### config.mk
export PLATFORM = sky130hd
export DESIGN_NAME = event_sync_hub
export DESIGN_NICKNAME = d
export VERILOG_FILES = /design/src/rtl/event_sync_hub.sv
export SDC_FILE = /design/constraint.sdc
export NUM_CORES = 1
export LEC_CHECK = 0
export BUFFER_PORTS_ARGS = -buffer_cell sky130_fd_sc_hd__buf_2
export CAP_MARGIN = 20
export CORE_MARGIN = 5
export CORE_UTILIZATION = 35
export CTS_CLUSTER_DIAMETER = 50
export CTS_CLUSTER_SIZE = 8
export DETAILED_ROUTE_END_ITERATION = 10
export GPL_ROUTABILITY_DRIVEN = 0
export SKIP_CTS_REPAIR_TIMING = 1
export SLEW_MARGIN = 20
export SYNTH_ARGS = -nofsm -noshare
export SYNTH_HDL_FRONTEND = slang
export SYNTH_SLANG_ARGS = --single-unit
### constraint.sdc
create_clock -name clk -period 1.3 [get_ports clk]
set_input_delay 0.195 -clock clk [delete_from_list [all_inputs] [get_ports clk]]
set_output_delay 0.195 -clock clk [all_outputs]
set_load 0.02 [all_outputs]
### src/rtl/event_sync_hub.sv
// event_sync_hub: multi-channel trigger/wait event synchronizer.
// Each channel counts trigger pulses and serves a wait request/ack handshake.
// Waits use edge semantics (only triggers after arming count) or, when
// EVENT_SYNC_PERSIST_EN is defined and mode_i is set, persistent semantics
// (a pending or same-cycle trigger satisfies the wait immediately).
// Without EVENT_SYNC_PERSIST_EN every channel uses edge semantics; the
// pending counters still count and saturate, and are cleared on arm.
//
// Ports:
//   clk, rst_n   clock, asynchronous active-low reset
//   trig_i       per-channel single-cycle trigger pulse
//   mode_i       per-channel wait semantics (0 edge, 1 persistent), sampled on arm
//   wait_req_i   per-channel wait request, held until ack
//   clr_i        synchronous clear of all channels (highest priority)
//   wait_ack_o   per-channel one-cycle acknowledge
//   pend_cnt_o   per-channel saturating pending count, channel c at [c*CNT_W +: CNT_W]
//   busy_o       channel is waiting
//   ovf_o        sticky, a trigger was lost to counter saturation
module event_sync_hub #(
  parameter int unsigned NUM_CH = 4,
  parameter int unsigned CNT_W  = 4
) (
  input  logic                    clk,
  input  logic                    rst_n,
  input  logic [NUM_CH-1:0]       trig_i,
  input  logic [NUM_CH-1:0]       mode_i,
  input  logic [NUM_CH-1:0]       wait_req_i,
  input  logic                    clr_i,
  output logic [NUM_CH-1:0]       wait_ack_o,
  output logic [NUM_CH*CNT_W-1:0] pend_cnt_o,
  output logic [NUM_CH-1:0]       busy_o,
  output logic [NUM_CH-1:0]       ovf_o
);

  localparam logic [CNT_W-1:0] CNT_MAX = '1;

  typedef enum logic [1:0] {
    S_IDLE = 2'd0,
    S_WAIT = 2'd1,
    S_ACK  = 2'd2
  } state_t;

  state_t           state_q [NUM_CH];
  state_t           state_d [NUM_CH];
  logic [CNT_W-1:0] cnt_q   [NUM_CH];
  logic [CNT_W-1:0] cnt_d   [NUM_CH];
  logic [NUM_CH-1:0] ovf_q, ovf_d;
  logic [NUM_CH-1:0] ack_q, busy_q;
  logic [NUM_CH-1:0] cnt_inc;
  logic [NUM_CH-1:0] persist;

  // Effective wait semantics per channel
`ifdef EVENT_SYNC_PERSIST_EN
  assign persist = mode_i;
`else
  logic unused_mode;
  assign unused_mode = ^mode_i;
  assign persist     = '0;
`endif

  // Next-state, counter and overflow logic for all channels
  always_comb begin
    cnt_inc = '0;
    ovf_d   = ovf_q;
    for (int c = 0; c < NUM_CH; c++) begin
      state_d[c] = state_q[c];
      cnt_d[c]   = cnt_q[c];
      unique case (state_q[c])
        S_IDLE: begin
          if (wait_req_i[c]) begin
            if (persist[c]) begin
              // Same-cycle trigger is consumed first, pending count only otherwise
              if (trig_i[c]) begin
                state_d[c] = S_ACK;
              end else if (cnt_q[c] != '0) begin
                cnt_d[c]   = cnt_q[c] - CNT_W'(1);
                state_d[c] = S_ACK;
              end else begin
                state_d[c] = S_WAIT;
              end
            end else begin
              // Edge arm discards history and any same-cycle trigger
              cnt_d[c]   = '0;
              state_d[c] = S_WAIT;
            end
          end else begin
            cnt_inc[c] = trig_i[c];
          end
        end
        S_WAIT: begin
          if (trig_i[c]) begin
            state_d[c] = S_ACK;
          end else if (!wait_req_i[c]) begin
            state_d[c] = S_IDLE;
          end
        end
        S_ACK: begin
          state_d[c] = S_IDLE;
          cnt_inc[c] = trig_i[c];
        end
        default: state_d[c] = S_IDLE;
      endcase

      // Saturating count; a trigger at saturation is flagged, not counted
      if (cnt_inc[c]) begin
        if (cnt_q[c] == CNT_MAX) begin
          ovf_d[c] = 1'b1;
        end else begin
          cnt_d[c] = cnt_q[c] + CNT_W'(1);
        end
      end

      if (clr_i) begin
        state_d[c] = S_IDLE;
        cnt_d[c]   = '0;
        ovf_d[c]   = 1'b0;
      end
    end
  end

  // State, counters and registered outputs
  always_ff @(posedge clk or negedge rst_n) begin
    if (!rst_n) begin
      for (int c = 0; c < NUM_CH; c++) begin
        state_q[c] <= S_IDLE;
        cnt_q[c]   <= '0;
      end
      ovf_q  <= '0;
      ack_q  <= '0;
      busy_q <= '0;
    end else begin
      for (int c = 0; c < NUM_CH; c++) begin
        state_q[c] <= state_d[c];
        cnt_q[c]   <= cnt_d[c];
        ack_q[c]   <= (state_d[c] == S_ACK);
        busy_q[c]  <= (state_d[c] == S_WAIT);
      end
      ovf_q <= ovf_d;
    end
  end

  for (genvar g = 0; g < NUM_CH; g++) begin : g_pack
    assign pend_cnt_o[g*CNT_W +: CNT_W] = cnt_q[g];
  end

  assign wait_ack_o = ack_q;
  assign busy_o     = busy_q;
  assign ovf_o      = ovf_q;

endmodule
==> results.cfg <==
[global_route]
overflow = 0
grt_pass1_wl_um = 6660
antenna_found_initial = 0
grt_max_degree = 37
grt_usage = 0.134
grt_pass1_vias = 1504

[critical_path]
path_max_fanout = 5
regToRegSetupSlack_ps = -190
arrival_ps = 1700
crit_type = flop to flop
crit_slowest_cell = or4b_4
cp-end-kind = flop
crit_path_max_incr_delay_ps = 480
startpoint_type = flop
cpLargestDelayFamily = simple AND/OR/NAND/NOR gates
path_cells = ha_4 > and3_4 > or4b_4 > a21oi_2
cp_num_buf_inv = 0
worstPathRequired_ps = 1510

[cells_and_area]
diodes = 0
final_area_mm2 = 0.00255
area_delta_synth_final_pct = 50.6
seqCellArea_um2 = 911
multi_input_area_um2 = 940
fillers = 434
layout.nets = 257
drive_above_1_share = 0.536
finalNonFillerCells = 306

[placed_design]
pre_cts_slack_ps = -146
dpl.hpwl_um = 2900
placed_area_mm2 = 0.00231
port_buffers = 38
placed_cells = 294

[power]
clockPowerShare = 0.390
ir_drop_mv = 0.543
total_power_mw = 2.47
p_per_area_mw_per_mm2 = 970
swShare = 0.244
pwr-share-seq = 0.475
p_comb_frac = 0.135
p_leak_nw = 1.21
internal_power_mw = 1.87
power.switching_mw = 0.604

[clock_network]
clkTransAtPathRegs_ps = 70
clock_sinks = 36
cts_made_buffers = 5
worstSkewPairLatency_ps = 280
cts_tree = built
cts_root_buffer = clkbuf_8
clockBufferDepth = 2
cts_max_level = 2

[logic_synthesis]
ys_seq_area_frac = 0.532
avgSynthCellArea_um2 = 10.6
synth-async-reset-ratio = 1.00
synth_top_area_share = 0.532
synth_top_flop_cell = dfrtp_1
synth_top_area_cell = dfrtp_1
synth.top_cells.by_count = 36 x dfrtp_1, 18 x nor2_1, 12 x a21oi_1
yosysWarnings = 0
synth_edf_count = 0
ys_types = 28
synthMostInstantiatedCell = dfrtp_1
syn_nets = 178
yosys-top-cells-area = dfrtp_1 53%, o311ai_0 4.1%, nor2_1 4.0%
netlist_area_mm2 = 0.00169
synth-seq-cells = 36
synthCells = 159

[worst_hold_path]
min_path_type = input pin to flop

[drt]
vias = 1545
final_antenna_net_count = 0
wirelength_um = 4050
drtIter0Drc = 53
dr.pass1.iters = 4
wire_per_inst_um = 13.2
routed_via_density = 5.05
drc = 0

[sta]
post-route-period-util = 1.15
worst_slack_ps = -189
setup_viol = 12
tightest_slew_ps = 456
fin_worst_skew_ps = 1.88
rsz0062_at_grt = true
timing.fmax_mhz = 672
fin_crit_ps = 1490
tns_ps = -1130
final-hold-violation-count = 0
slew_viol_final = 0
maxSlewHeadroom = 0.692

[outcome]
violations = negative setup slack
status = finished, violations left

[floorplanning]
die_w_um = 79.5
core-area_mm2 = 0.00472
num_rows = 25
start_util = 0.358
fp.dieH_um = 79.5
io_pins = 43
die-area_mm2 = 0.00633

[run]
max-cap-violations = 0
## cells in the final DEF (no fill, tap or decap), types with 4 or more instances in the layout
cell       n
nor2b_1    5
and3_4     4
dfrtp_1   28
buf_2     38
buf_4     35
nand2_1    8
nor2_1    18
clkbuf_8   5
nand2b_1   4
nor3_1     8
a21oi_1    6
ha_4       4
o311ai_0   7
a21oi_2    6
or3b_2     4
dfrtp_2    8
## state kept, by name, indices dropped and copies added (netlist names)
register / cells
busy_o: 4
ovf_o: 4
pend_cnt_o: 16
state_q: 8
wait_ack_o: 4
## worst reg2reg max path, delay by kind of cell (launching register included)
kind,cells,cell delay [ps]
AOI/OAI and AO/OA,1,150
adders and majority gates,1,160
DFF,1,430
and+or+nand+nor,2,670
## power by group through the flow
stage	Combinational, mW	Clock (mW)	Sequential, mW
3_5_place_dp	0.308	0	1.20
4_1_cts	0.310	1.02	1.17
3_3_place_gp	0.307	0	1.20
6_report	0.334	0.964	1.17
2_1_floorplan	0.118	0	1.23
5_1_grt	0.376	1.06	1.18
## metal layers
layer  track usage  routed length [µm]  up-vias  share of wire
met4        0.0515                  49        0          0.012
met2         0.220                1960       29           0.48
li1              -                   -      762              -
met1         0.167                1870      750           0.46
met3        0.0372                 174        4          0.043
met5             0                   0        -              0
## cell families after synthesis
logic type	count (synthesis)	synth area share
and+or+nand+nor	83	0.302
DFF	36	0.532
AOI/OAI and AO/OA	30	0.120
buffers and inverters	5	0.0111
adders and majority gates	4	0.0296
muxes	1	0.00591
## through the flow
stage / hold WS (ps) / util
after floorplan: -101 / -
after global placement: 175 / 0.490
after detailed placement: 174 / 0.490
after CTS: -144 / 0.512
after global routing: 224 / 0.540
final: 214 / 0.540
## worst paths after layout
check	start	to	depth (start not counted)
setup / recovery	pend_cnt_o[5]$_DFF_PN0_	pend_cnt_o[5]$_DFF_PN0_	4
hold / removal	trig_i[2]	wait_ack_o[2]$_DFF_PN0_	3
setup reg to reg	pend_cnt_o[5]$_DFF_PN0_	pend_cnt_o[5]$_DFF_PN0_	4
hold reg to reg	state_q[1]$_DFF_PN0_	wait_ack_o[3]$_DFF_PN0_	1
max in group asynchronous	rst_n	pend_cnt_o[13]$_DFF_PN0_	3
min in group asynchronous	rst_n	pend_cnt_o[10]$_DFF_PN0_	3
## cell type report
cell class / instances / area share
Timing Repair Buffer: 76 / 0.197
Multi-Input combinational cell: 118 / 0.369
Inverter: 1 / 0.00147
Tap cell: 67 / 0.0329
Clock inverter: 2 / 0.0137
Clock buffer: 6 / 0.0285
Sequential cell: 36 / 0.357
(Power assumes the default switching activity.)
